### config.mk
export PLATFORM = sky130hd
export DESIGN_NAME = fetch_unit_flat
export DESIGN_NICKNAME = d
export VERILOG_FILES = /design/src/rtl/fetch_unit_if.sv /design/src/rtl/fetch_unit.sv /design/src/flat_wrapper.sv
export SDC_FILE = /design/constraint.sdc
export NUM_CORES = 1
export LEC_CHECK = 0
export BUFFER_PORTS_ARGS = -buffer_cell sky130_fd_sc_hd__buf_2
export CELL_PAD_IN_SITES_DETAIL_PLACEMENT = 1
export CELL_PAD_IN_SITES_GLOBAL_PLACEMENT = 1
export CORE_UTILIZATION = 34
export CTS_CLUSTER_SIZE = 10
export DETAILED_ROUTE_END_ITERATION = 8
export MAX_ROUTING_LAYER = met4
export PLACE_DENSITY_LB_ADDON = 0.1
export RECOVER_POWER = 25
export SLEW_MARGIN = 20
export SYNTH_ARGS = -nofsm -noshare
export SYNTH_HDL_FRONTEND = slang
export SYNTH_SLANG_ARGS = --single-unit
export TNS_END_PERCENT = 100
### constraint.sdc
create_clock -name clk -period 2.3 [get_ports clk]
set_input_delay 0.23 -clock clk [delete_from_list [all_inputs] [get_ports clk]]
set_output_delay 0.23 -clock clk [all_outputs]
set_load 0.05 [all_outputs]
### src/rtl/fetch_unit_if.sv
// Fetch-to-environment bundle: loader/decode/execute controls, instruction BRAM port and decode-facing outputs.
interface fetch_unit_if #(
  parameter int IMEM_AW = 15
);
  logic               load_done;
  logic               stall;
  logic               branch_taken;
  logic [31:0]        branch_target;
  logic               halt;
  logic               imem_en;
  logic [IMEM_AW-1:0] imem_addr;
  logic [31:0]        imem_rdata;
  logic [31:0]        pc_out;
  logic [31:0]        command;
  logic               valid;
  logic               halted;

  modport master (
    input  load_done, stall, branch_taken, branch_target, halt, imem_rdata,
    output imem_en, imem_addr, pc_out, command, valid, halted
  );

  modport slave (
    output load_done, stall, branch_taken, branch_target, halt, imem_rdata,
    input  imem_en, imem_addr, pc_out, command, valid, halted
  );
endinterface

### src/rtl/fetch_unit.sv
// Instruction fetch stage feeding a 1-cycle-latency BRAM to decode; waits for load, stalls, redirects, halts.
// Optional FETCH_PERF_CNT_EN adds fetch_cnt / bubble_cnt performance counters.
module fetch_unit #(
  parameter logic [31:0] RESET_PC = 32'h0,
  parameter int          IMEM_AW  = 15
) (
  input  logic         clk,
  input  logic         rst,
  fetch_unit_if.master bus
`ifdef FETCH_PERF_CNT_EN
  ,
  output logic [31:0]  fetch_cnt,
  output logic [31:0]  bubble_cnt
`endif
);

  typedef enum logic [1:0] {S_WAIT, S_RUN, S_HALT} state_t;

  state_t      r_state, w_state_nxt;
  logic [31:0] r_next_pc, w_next_pc_nxt;
  logic [31:0] r_cur_pc, w_cur_pc_nxt;
  logic        r_cur_valid, w_cur_valid_nxt;
  logic        w_imem_en;
  logic [31:0] w_fetch_addr;
  logic [31:0] w_target;
  logic        w_valid;
  logic        w_unused_addr_bits;

  always_ff @(posedge clk or posedge rst) begin
    if (rst) begin
      r_state     <= S_WAIT;
      r_next_pc   <= RESET_PC;
      r_cur_pc    <= 32'h0;
      r_cur_valid <= 1'b0;
    end else begin
      r_state     <= w_state_nxt;
      r_next_pc   <= w_next_pc_nxt;
      r_cur_pc    <= w_cur_pc_nxt;
      r_cur_valid <= w_cur_valid_nxt;
    end
  end

  always_comb begin
    w_state_nxt     = r_state;
    w_next_pc_nxt   = r_next_pc;
    w_cur_pc_nxt    = r_cur_pc;
    w_cur_valid_nxt = r_cur_valid;
    w_imem_en       = 1'b0;
    w_fetch_addr    = 32'h0;
    w_target        = bus.branch_target & ~32'd3;
    case (r_state)
      S_WAIT: begin
        if (bus.load_done) w_state_nxt = S_RUN;
      end
      S_RUN: begin
        if (bus.halt) begin
          w_state_nxt     = S_HALT;
          w_cur_valid_nxt = 1'b0;
        end else if (bus.branch_taken) begin
          w_imem_en       = 1'b1;
          w_fetch_addr    = w_target;
          w_cur_pc_nxt    = w_target;
          w_next_pc_nxt   = w_target + 32'd4;
          w_cur_valid_nxt = 1'b1;
        end else if (!bus.stall) begin
          w_imem_en       = 1'b1;
          w_fetch_addr    = r_next_pc;
          w_cur_pc_nxt    = r_next_pc;
          w_next_pc_nxt   = r_next_pc + 32'd4;
          w_cur_valid_nxt = 1'b1;
        end
        // Stall: BRAM enable stays low so its output register keeps the current word.
      end
      S_HALT: begin
        w_state_nxt = S_HALT;
      end
      default: w_state_nxt = S_WAIT;
    endcase
  end

  // The wrong-path word sitting on the BRAM output during a redirect is squashed here.
  assign w_valid = r_cur_valid & (r_state == S_RUN) & ~bus.branch_taken;

  assign bus.imem_en   = w_imem_en;
  assign bus.imem_addr = w_fetch_addr[IMEM_AW+1:2];
  assign bus.pc_out    = r_cur_pc;
  assign bus.command   = bus.imem_rdata;
  assign bus.valid     = w_valid;
  assign bus.halted    = (r_state == S_HALT);

  assign w_unused_addr_bits = ^{w_fetch_addr[31:IMEM_AW+2], w_fetch_addr[1:0]};

`ifdef FETCH_PERF_CNT_EN
  always_ff @(posedge clk or posedge rst) begin
    if (rst) begin
      fetch_cnt  <= 32'h0;
      bubble_cnt <= 32'h0;
    end else begin
      if (w_valid && !bus.stall) fetch_cnt <= fetch_cnt + 32'd1;
      if ((r_state == S_RUN) && !w_valid) bubble_cnt <= bubble_cnt + 32'd1;
    end
  end
`endif

endmodule

### src/flat_wrapper.sv
// flat-port wrapper written by rule: the top's interface ports become plain ports
module fetch_unit_flat 
#(
  parameter logic [31:0] RESET_PC = 32'h0,
  parameter int          IMEM_AW  = 15
)
  (clk, rst, bus_load_done, bus_stall, bus_branch_taken, bus_branch_target, bus_halt, bus_imem_rdata, bus_imem_en, bus_imem_addr, bus_pc_out, bus_command, bus_valid, bus_halted);
  fetch_unit_if #(.IMEM_AW(IMEM_AW)) bus_i ();
  input  logic clk;
  input  logic rst;
  input wire logic [$bits(bus_i.load_done)-1:0] bus_load_done;
  input wire logic [$bits(bus_i.stall)-1:0] bus_stall;
  input wire logic [$bits(bus_i.branch_taken)-1:0] bus_branch_taken;
  input wire logic [$bits(bus_i.branch_target)-1:0] bus_branch_target;
  input wire logic [$bits(bus_i.halt)-1:0] bus_halt;
  input wire logic [$bits(bus_i.imem_rdata)-1:0] bus_imem_rdata;
  output wire logic [$bits(bus_i.imem_en)-1:0] bus_imem_en;
  output wire logic [$bits(bus_i.imem_addr)-1:0] bus_imem_addr;
  output wire logic [$bits(bus_i.pc_out)-1:0] bus_pc_out;
  output wire logic [$bits(bus_i.command)-1:0] bus_command;
  output wire logic [$bits(bus_i.valid)-1:0] bus_valid;
  output wire logic [$bits(bus_i.halted)-1:0] bus_halted;
  assign bus_i.load_done = bus_load_done;
  assign bus_i.stall = bus_stall;
  assign bus_i.branch_taken = bus_branch_taken;
  assign bus_i.branch_target = bus_branch_target;
  assign bus_i.halt = bus_halt;
  assign bus_i.imem_rdata = bus_imem_rdata;
  assign bus_imem_en = bus_i.imem_en;
  assign bus_imem_addr = bus_i.imem_addr;
  assign bus_pc_out = bus_i.pc_out;
  assign bus_command = bus_i.command;
  assign bus_valid = bus_i.valid;
  assign bus_halted = bus_i.halted;
  fetch_unit #(.RESET_PC(RESET_PC), .IMEM_AW(IMEM_AW)) u_core (.clk(clk), .rst(rst), .bus(bus_i));
endmodule
==> results.json <==
{
  "fin_cells": 742,
  "fillerInstances": 1439,
  "vias": 3871,
  "gr-total-overflow": 0,
  "outcome": "finished clean",
  "cts.htree.levels": 3,
  "dpl.hpwl_um": 9720,
  "wl_met2_um": 6410,
  "rows": 40,
  "crit_arrival_ns": 2.46,
  "grt_pass1_vias": 4040,
  "synth_sequential_area_ratio_pct": 36.5,
  "min_path_cells": 2,
  "required_ns": 2.52,
  "ios": 152,
  "drt_iter0_markers": 78,
  "end_kind": "flip-flop",
  "cts_tree": "built",
  "wl_per_cell_um": 17.7,
  "hold_class": "input port to flip-flop",
  "start_kind": "flip-flop",
  "period_minus_slack_ns": 2.24,
  "highest_layer": "met4",
  "regArea_sq_mm": 0.00158,
  "fmax_mhz": 447,
  "die_h_um": 115,
  "numCtsBuffers": 9,
  "ant_nets": 0,
  "final_nets": 644,
  "grt_max_degree": 41,
  "fp.dieW_um": 115,
  "power_per_cell_area_mw_per_mm2": 1120,
  "slew_viol_final": 0,
  "reg2reg_depth": 9,
  "netlist_area_sq_mm": 0.00431,
  "antenna_found_initial": 0,
  "synthToLayoutAreaGrowth_pct": 30.0,
  "synthCells": 462,
  "grtUsageTotal_pct": 21.5,
  "synthArstFlopShare_pct": 100,
  "synth-main-ff-cell": "dfrtp_1",
  "yosys_warnings": 0,
  "multiInputGateArea_sq_mm": 0.00241,
  "slew_headroom_pct": 10.9,
  "rsz0062_at_grt": "true",
  "die-area_sq_mm": 0.0131,
  "clkSlewWorstSetupHoldPaths_ns": 0.06,
  "synth-edff-count": 0,
  "worstSkewPairLatency_ns": 0.34,
  "wl_met3_um": 427,
  "crit_type": "flip-flop to flip-flop",
  "tns_ns": 0,
  "vdd_drop_max_v": 0.000512,
  "vias_per_cell": 5.22,
  "core_area_sq_mm": 0.0122,
  "fin_crit_sh_pct": 97.2,
  "clock-sinks": 63,
  "cts_max_path_buffers": 2,
  "start_util_pct": 35.3,
  "cap_violations": 0,
  "drive_gt1_share_pct": 36.1,
  "grt_pass1_wl_um": 21000,
  "drt-met1-wl_um": 6090,
  "final-setup-viol-count": 0,
  "fin_skew_ns": 0.00734,
  "p_leak_uw": 0.00265,
  "place_congestion": 0.849,
  "drt-pass1-iter-count": 4,
  "synth_area_per_cell_sq_um": 9.34,
  "root_buffer": "clkbuf_16",
  "finalHoldViolations": 0,
  "ys_ff_latch": 63,
  "synth.distinct_cells": 63,
  "n_antenna_cell": 0,
  "drc": 0,
  "tightest_slew_ns": 1.34,
  "drt-total-wl_um": 13200,
  "port_buffers": 83,
  "dp.cells": 722,
  "critical_path_peak_fanout": 5
}
-- timing repair --
item / in CTS / in global routing
pin swaps: 0 / 6
hold buffers: 1 / 0
resized for setup: 2 / 49
buffers inserted: 0 / 3
setup endpoints to repair: 2 / 21
endpoints found under the hold margin: 23 / 0
-- cell usage in the layout, fill, tap and decap left out, drive strengths merged, types with 3 or more instances in the layout --
cell,instances
nand3b,4
o21ai,23
mux2i,25
a221o,17
nor4,4
or3,10
nor2,31
a211oi,5
nor2b,4
nand4,11
nand2b,4
xnor2,11
a22oi,3
and2,3
and3,4
nand3,9
nand4b,8
mux2,5
a21oi,15
a21o,14
dfrtp,63
nand2,57
xor2,15
inv,8
buf,152
ha,5
nor3,8
o22ai,3
clkbuf,15
a31oi,12
-- per-stage QoR --
step / total power (uW) / hold slack, ns / cell area [sq um] / setup slack, ns / util [%]
2_1_floorplan: 4090 / 0.320 / 4380 / -0.458 / -
3_3_place_gp: 4810 / 0.325 / 5150 / -0.0559 / 42.2
3_5_place_dp: 4900 / 0.313 / 5150 / -0.0975 / 42.2
4_1_cts: 6300 / 0.0779 / 5460 / 0.00117 / 44.7
5_1_grt: 6670 / 0.103 / 5610 / -0.0376 / 45.9
6_report: 6300 / 0.0902 / 5610 / 0.0638 / 45.9
-- synth_stat cells, drive strengths merged, types with 2 or more instances --
cell type | count | share of area, %
a22oi | 3 | 0.84
nor2 | 31 | 2.7
clkbuf | 9 | 0.78
or3 | 10 | 1.5
nor4b | 2 | 0.41
buf | 50 | 8.0
nor4 | 4 | 0.87
a32oi | 2 | 0.41
xor2 | 15 | 3.0
inv | 8 | 0.70
nand4b | 8 | 2.8
o21a | 2 | 0.35
a31oi | 12 | 1.7
nand3b | 4 | 0.70
nand4 | 11 | 2.4
a21o | 14 | 2.4
dfrtp | 63 | 37
a31o | 2 | 0.41
and2 | 3 | 0.44
nor2b | 4 | 0.58
nand2b | 4 | 0.58
a221o | 17 | 3.9
nand3 | 9 | 1.2
nor3 | 8 | 1.2
o22a | 2 | 0.41
mux2i | 25 | 5.9
o22ai | 3 | 0.44
nand2 | 57 | 5.0
a21boi | 2 | 0.35
xnor2 | 11 | 2.2
and3 | 4 | 0.58
ha | 5 | 1.5
a21oi | 15 | 1.8
mux2 | 5 | 1.3
a211oi | 5 | 1.3
o21ai | 23 | 2.7
-- power by group --
| group | total (uW) | switching [uW] | leakage, uW | internal (uW) |
|---|---|---|---|---|
| Sequential | 1900 | 337 | 0.000717 | 1570 |
| Combinational | 3030 | 2000 | 0.00179 | 1030 |
| Clock | 1370 | 523 | 0.000145 | 846 |
| Total | 6300 | 2860 | 0.00265 | 3440 |
-- cells by family (layout without fill, tap and decap cells) --
group	count (synthesis)	after routing	synth area share, %
AND/OR/NAND/NOR	162	162	21.4
AO/OA/AOI/OAI	107	107	18.5
buffers and inverters	68	179	9.54
flip-flops	63	63	36.5
multiplexers	30	30	7.19
XOR/XNOR	26	26	5.28
adder cells (fa/ha/maj)	5	5	1.45
other	1	2	0.0869
-- sequential cells by signal (all words and copies together) (netlist names) --
register	count
u_core.r_state	2
u_core.r_cur_valid	1
u_core.bus.pc_out	30
u_core.r_next_pc	30
-- cell type report --
| cell class | count | area share, % |
|---|---|---|
| multi-input cells | 332 | 43.0 |
| flip-flops and latches | 63 | 28.1 |
| repair buffers | 154 | 19.3 |
| clock buffers | 14 | 5.06 |
| well taps | 168 | 3.75 |
| inverters | 9 | 0.602 |
| clock inverters | 2 | 0.223 |
-- routing by layer --
metal / vias up / GRT usage, %
met1: 1924 / 26.5
met5: - / -
met2: 67 / 35.8
met4: 0 / 8.66
li1: 1854 / -
met3: 26 / 2.81
-- path summary, 6_finish.rpt --
check / slack, ns / startpoint / endpoint
setup / recovery: 0.06 / u_core.r_next_pc[2] / u_core.r_next_pc[28]
max in group asynchronous: 0.61 / rst / u_core.bus.pc_out[12]
min in group asynchronous: 0.61 / rst / u_core.bus.pc_out[28]
hold / removal: 0.09 / bus_halt / u_core.r_cur_valid
setup reg to reg: 0.06 / u_core.r_next_pc[2] / u_core.r_next_pc[28]
hold reg to reg: 0.47 / u_core.bus.pc_out[8] / u_core.bus.pc_out[8]
-- worst max-delay path, cell delays in order (launching register included) --
cell,delay (ns)
dfrtp_1,0.36
mux2i_2,0.09
inv_2,0.08
ha_4,0.15
nand4b_1,0.14
nand2_2,0.17
nand4_1,0.19
a211oi_2,0.34
mux2_4,0.33
a221o_1,0.26
Note: power is estimated with default switching activity, not from simulation.
